[src/rtl/mlt3_lane_encoder.sv]
// Multi-lane MLT-3 / NRZI line encoder with an integrated LSB-first serializer.
// Words arrive over valid/ready; every lane emits one 2-bit signed level per falling edge.
module mlt3_lane_encoder #(
  parameter int LANES  = 1,
  parameter int WORD_W = 8
) (
  input  logic                 clk,
  input  logic                 rst_n,
  input  logic                 mode,
  input  logic [WORD_W-1:0]    in_data,
  input  logic                 in_valid,
  output logic                 in_ready,
  output logic [2*LANES-1:0]   out_sym,
  output logic                 out_valid,
  output logic [2*LANES-1:0]   phase
);

  localparam int BPL = WORD_W / LANES;
  localparam int CW  = $clog2(BPL + 1);
  localparam logic [CW-1:0] CNT_FULL = CW'(BPL);
  localparam logic [CW-1:0] CNT_ONE  = CW'(1);

  typedef enum logic {IDLE, SHIFT} state_t;

  state_t             state_q, state_n;
  logic [CW-1:0]      cnt_q, cnt_n;
  logic [WORD_W-1:0]  shift_q, shift_n;
  logic               mode_q, mode_n;
  logic [2*LANES-1:0] sym_q, sym_n;
  logic [2*LANES-1:0] phase_q, phase_n;
  logic               accept;
  logic               enc;
  logic               enc_mode;
  logic [LANES-1:0]   enc_bits;
  logic [1:0]         ph_inc;

  // cnt_q counts symbols still to be shown, including the one on the line now,
  // so a new word may land on the same edge that retires the last slot.
  assign in_ready  = (cnt_q == '0) || (cnt_q == CNT_ONE);
  assign accept    = in_valid && in_ready;
  assign out_valid = (state_q == SHIFT);
  assign out_sym   = sym_q;
  assign phase     = phase_q;

  always_comb begin
    state_n  = state_q;
    cnt_n    = cnt_q;
    shift_n  = shift_q;
    mode_n   = mode_q;
    enc      = 1'b0;
    enc_mode = mode_q;
    enc_bits = shift_q[LANES-1:0];
    case (state_q)
      IDLE: begin
        if (accept) begin
          state_n  = SHIFT;
          cnt_n    = CNT_FULL;
          shift_n  = in_data >> LANES;
          mode_n   = mode;
          enc      = 1'b1;
          enc_mode = mode;
          enc_bits = in_data[LANES-1:0];
        end
      end
      SHIFT: begin
        if (accept) begin
          cnt_n    = CNT_FULL;
          shift_n  = in_data >> LANES;
          mode_n   = mode;
          enc      = 1'b1;
          enc_mode = mode;
          enc_bits = in_data[LANES-1:0];
        end else if (cnt_q > CNT_ONE) begin
          cnt_n    = cnt_q - CNT_ONE;
          shift_n  = shift_q >> LANES;
          enc      = 1'b1;
        end else begin
          cnt_n    = '0;
          state_n  = IDLE;
        end
      end
      default: state_n = IDLE;
    endcase
  end

  // A 1 bit advances the lane phase; the new phase picks the level.
  always_comb begin
    sym_n   = sym_q;
    phase_n = phase_q;
    ph_inc  = '0;
    for (int l = 0; l < LANES; l++) begin
      ph_inc = phase_q[2*l +: 2] + 2'd1;
      if (enc && enc_bits[l]) begin
        phase_n[2*l +: 2] = ph_inc;
        if (enc_mode) begin
          sym_n[2*l +: 2] = ph_inc[0] ? 2'b10 : 2'b01;
        end else begin
          case (ph_inc)
            2'd1:    sym_n[2*l +: 2] = 2'b10;
            2'd3:    sym_n[2*l +: 2] = 2'b01;
            default: sym_n[2*l +: 2] = 2'b00;
          endcase
        end
      end
    end
  end

  always_ff @(negedge clk or negedge rst_n) begin
    if (!rst_n) begin
      state_q <= IDLE;
      cnt_q   <= '0;
      shift_q <= '0;
      mode_q  <= 1'b0;
      sym_q   <= '0;
      phase_q <= '0;
    end else begin
      state_q <= state_n;
      cnt_q   <= cnt_n;
      shift_q <= shift_n;
      mode_q  <= mode_n;
      sym_q   <= sym_n;
      phase_q <= phase_n;
    end
  end

endmodule

[config.mk]
export PLATFORM = sky130hd
export DESIGN_NAME = mlt3_lane_encoder
export DESIGN_NICKNAME = d
export VERILOG_FILES = /design/src/rtl/mlt3_lane_encoder.sv
export SDC_FILE = /design/constraint.sdc
export NUM_CORES = 1
export LEC_CHECK = 0
export ABC_AREA = 0
export BUFFER_PORTS_ARGS = -buffer_cell sky130_fd_sc_hd__buf_2
export CORE_MARGIN = 1
export CORE_UTILIZATION = 45
export DETAILED_ROUTE_END_ITERATION = 12
export PLACE_DENSITY = 0.67
export SYNTH_ARGS = -nofsm -noshare
export SYNTH_HDL_FRONTEND = slang
export SYNTH_SLANG_ARGS = --single-unit
export TNS_END_PERCENT = 30
[constraint.sdc]
create_clock -name clk -period 2.5 [get_ports clk]
set_input_delay 0.5 -clock clk [delete_from_list [all_inputs] [get_ports clk]]
set_output_delay 0.5 -clock clk [all_outputs]
set_load 0.03 [all_outputs]
-- Word level (Yosys, flattened, before mapping)
Index checks and enable logic that the tools add are counted.
- flip-flop bits (word level): 18
- bits in latches: 0
- memory bits (writable): 0
- ROM bits: 0
- memories kept: 0
- add/sub/neg operators: 2
- $mul: 0
- divide/modulo/power cells: 0
- $lt $le $gt $ge: 1
- equality and inequality tests: 5
- shift-type cells: 0
- multiplexer cells: 17
- bitwise operators: 1
- reductions and logical operators: 5
- operator list (kind ; count):
    8-bit two-way mux ; 3
    8-bit one-hot mux with 2 select lines ; 1
    4-bit two-way mux ; 3
    4-bit one-hot mux with 2 select lines ; 1
    1-bit two-way mux ; 5
    4-bit by 1-bit == test with 1-bit output (second input constant) ; 1
    4-bit by 1-bit > comparator with 1-bit output (second input constant) ; 1
    4-bit logical NOT ; 1
    2-bit two-way mux ; 2
    2-bit one-hot mux with 2 select lines ; 1
    4-bit by 1-bit subtractor with 4-bit output (second input constant) ; 1
    3-bit by 1-bit inequality test with 1-bit output (second input constant) ; 1
    2-bit by 1-bit adder with 2-bit output (second input constant) ; 1
    2-bit by 1-bit == test with 1-bit output (second input constant) ; 1
    2-bit == test (second input constant) ; 1
    1-bit logical AND ; 2
    2-bit inequality test (second input constant) ; 1
    1-bit one-hot mux with 2 select lines ; 1
    2-bit AND reduction ; 1
    1-bit logical OR ; 1
    1-bit inverter ; 1

-- Depth between registers and ports, before layout
- depth in word-level cells: 6
- gate-level depth with buffers: 8
- mapped depth without buffers: 6

==> flow_summary.toml <==
[worst_setup_path]
reg2reg_slack_ns = 0.33
crit_fanout = 3
cp.arrival_ns = 2.55
crit_path_cell_trace = "inv_2, ha_4, nor2_4, nor2_4, buf_6"
cp_common_cell = "nor2_4"
crit_family = "flip-flops"
slowest_delay_ns = 0.47
endpoint = "in_ready"
cp-startpoint = "cnt_q[0]$_DFFE_NN0P_"
criticalPathCategory = "reg -> out"
path_depth = 5
r2r_cells = 8
cpMaxStageDelayCell = "dfrtn_1"
cp.required_ns = 2.00
timing.rr.end = "shift_q[3]$_DFFE_NN0P_"
cp_num_buf_inv = 2
cp-end-kind = "primary output"
r2r_start = "cnt_q[0]$_DFFE_NN0P_"
start_kind = "flop"

[synth]
ys_ff_latch = 17
synth_edf_count = 0
async_flop_share_pct = 100
syn_area_per_cell_um2 = 10.5
synth_fp_nets = 101
ys_types = 27
yosysTopAreaCell = "dfrtn_1"
synthCells = 85
syn_area_um2 = 891
synthTopCellsByArea = "dfrtn_1 (48%), o22a_1 (5.9%), ha_1 (5.6%), nand2_1 (5.1%), o21a_1 (5.1%)"
ys_seq_area_share_pct = 47.8
synthTopCellsByCount = "dfrtn_1 (17), nand2_1 (12), inv_1 (7)"
synth_top_area_share_pct = 47.8
synth_flop_cell = "dfrtn_1"
yosysMostFrequentCell = "dfrtn_1"
yosysWarnings = 0

[placement]
hpwl_um = 1360
dp.cells = 137
gp_congestion = 0.863
io_buffers = 17

[drt]
remaining_drc_errors = 0
drt_iter0_drc = 3
first_pass_iters = 3
via_per_inst = 5.28
antenna_left = 0
wl_per_cell_um = 13.3
vias = 766
postRouteWirelength_um = 1930

[run_status]
status = "complete, but fails checks"
violations = "negative setup slack"

[floorplan]
dieArea_um2 = 2160
initial_core_util_pct = 50.0
fp.dieW_um = 46.5
core.rowCount = 15
num_io_pins = 18
die_h_um = 46.5
coreArea_um2 = 1780

[power]
power.leakage_nw = 0.588
power_mw = 1.83
ir_worst_vdd_mv = 0.914
clkPwrFrac_pct = 7.9
seq_power_share_pct = 28.3
p_comb_share_pct = 63.8
internal_power_mw = 1.10
power.density_nw_per_um2 = 1450
swShare_pct = 39.5
power_switching_mw = 0.722

[clock_network]
insertion_delay_ns = 0.28
cts_buffers = 3
ctsLongestPathBuffers = 2
clk_pin_slew_worst_paths_ns = 0.07
clkSinkCount = 17
cts_root_buffer = "clkbuf_4"
cts_tree = "yes"
postCtsHoldBufs = 0
h-tree-depth = 1

[global_routing]
grt_pass1_wl_um = 3250
grt_use_total_pct = 22.0
grt_pass1_vias = 783
grt_max_degree = 18
grt_overflow_total = 0
antenna_found_initial = 0

[sta]
finalClockSkew_ns = 0.00102
rsz0062_at_grt = "yes"
worstMarginPinSlew_ns = 0.574
hold_viol = 0
hold-worst-slack_ns = 0.444
slew_violations = 0
setup_viol = 15
relSlewSlack_pct = 61.5
final.setup.worst_slack_ns = -0.553
tns_ns = -1.37

[job]
maxCapViolCount = 0

[layout]
multi_input_area_um2 = 465
regArea_um2 = 425
drive_gt1_share_pct = 42.5
fin_nets = 137
num_antenna_cells = 0
syn_to_final_growth_pct = 41.3
final_core_util_pct = 70.6
fin_cells = 145
fillers = 135

[min_path]
hold_path.class = "reg -> reg"
whs_path_depth = 1
[area by class of cell]
class / count / share of cell area, %
well taps: 25 / 2.49
flip-flops and latches: 17 / 33.8
clock inverters: 1 / 0.398
clock buffers: 3 / 1.79
repair buffers: 35 / 21.9
inverters: 7 / 2.68
multi-input cells: 57 / 37.0
[power groups by stage]
stage	registers [mW]	clock network (mW)	logic, mW
after floorplan	0.580	0	0.558
after global routing	0.536	0.162	1.27
after detailed placement	0.514	0	0.928
final	0.516	0.145	1.17
after CTS	0.517	0.151	1.13
after global placement	0.503	0	0.913
[worst min-delay path by stage]
stage / start / end / slack (ns)
6_report: shift_q[0]$_DFFE_NN0P_ / shift_q[0]$_DFFE_NN0P_ / 0.44
5_1_grt: shift_q[2]$_DFFE_NN0P_ / shift_q[2]$_DFFE_NN0P_ / 0.46
4_1_cts: shift_q[2]$_DFFE_NN0P_ / shift_q[2]$_DFFE_NN0P_ / 0.45
3_5_place_dp: shift_q[2]$_DFFE_NN0P_ / shift_q[2]$_DFFE_NN0P_ / 0.45
3_3_place_gp: shift_q[4]$_DFFE_NN0P_ / shift_q[4]$_DFFE_NN0P_ / 0.44
2_1_floorplan: cnt_q[2]$_DFFE_NN0P_ / cnt_q[2]$_DFFE_NN0P_ / 0.42
[flip-flops by register name (all words and copies together) (netlist names)]
name and count:
cnt_q 4, out_valid 1, mode_q 1, shift_q 7
out_sym 2, phase 2
[what timing repair did]
item	4_1_cts	5_1_grt
pin swaps	6	3
resized for setup	28	1
endpoints found under the setup margin	18	16
setup buffers	4	0
[cells by family after synthesis]
group	Yosys count	share of synthesized area, %
and+or+nand+nor	25	13.5
AOI/OAI and AO/OA	22	19.9
DFF	17	47.8
buffers and inverters	11	5.62
muxes	5	6.60
adders and majority gates	4	5.62
xor gates and xnor gates	1	0.983
[worst register-to-register path, cell delays in order, from the launching register on]
cell and delay [ns]:
dfrtn_1 0.47, buf_6 0.12, ha_4 0.13, nor2_4 0.05, buf_4 0.12, buf_4 0.14, o21ai_1 0.46, nand2_1 0.29
o21a_1 0.24
[layout by cell type, fill, tap and decap left out, types with 2 or more instances in the layout]
cell type,n
buf_6,8
nor2_4,2
a2111oi_0,2
inv_1,4
nand2b_1,4
ha_1,2
buf_2,10
o311a_1,2
o22ai_1,2
clkbuf_4,3
dfrtn_1,17
mux2_4,3
o22a_1,6
buf_4,16
ha_4,2
a311o_1,2
nand3_1,3
nand2_1,12
inv_2,2
o21a_1,6
[through the flow]
stage	worst slack [ns]	area, um2
2_1_floorplan	-0.385	902
3_3_place_gp	-0.516	1100
3_5_place_dp	-0.533	1100
4_1_cts	-0.546	1250
5_1_grt	-0.604	1260
6_report	-0.553	1260
[metal layers]
| metal | routed length (um) | global-route usage [%] | vias up |
|---|---|---|---|
| li1 | - | - | 373 |
| met1 | 829 | 26.5 | 380 |
| met2 | 1040 | 36.7 | 11 |
| met3 | 51 | 2.75 | 2 |
| met4 | 12 | 13.5 | 0 |
| met5 | 0 | 0 | - |
(Power assumes the default switching activity.)
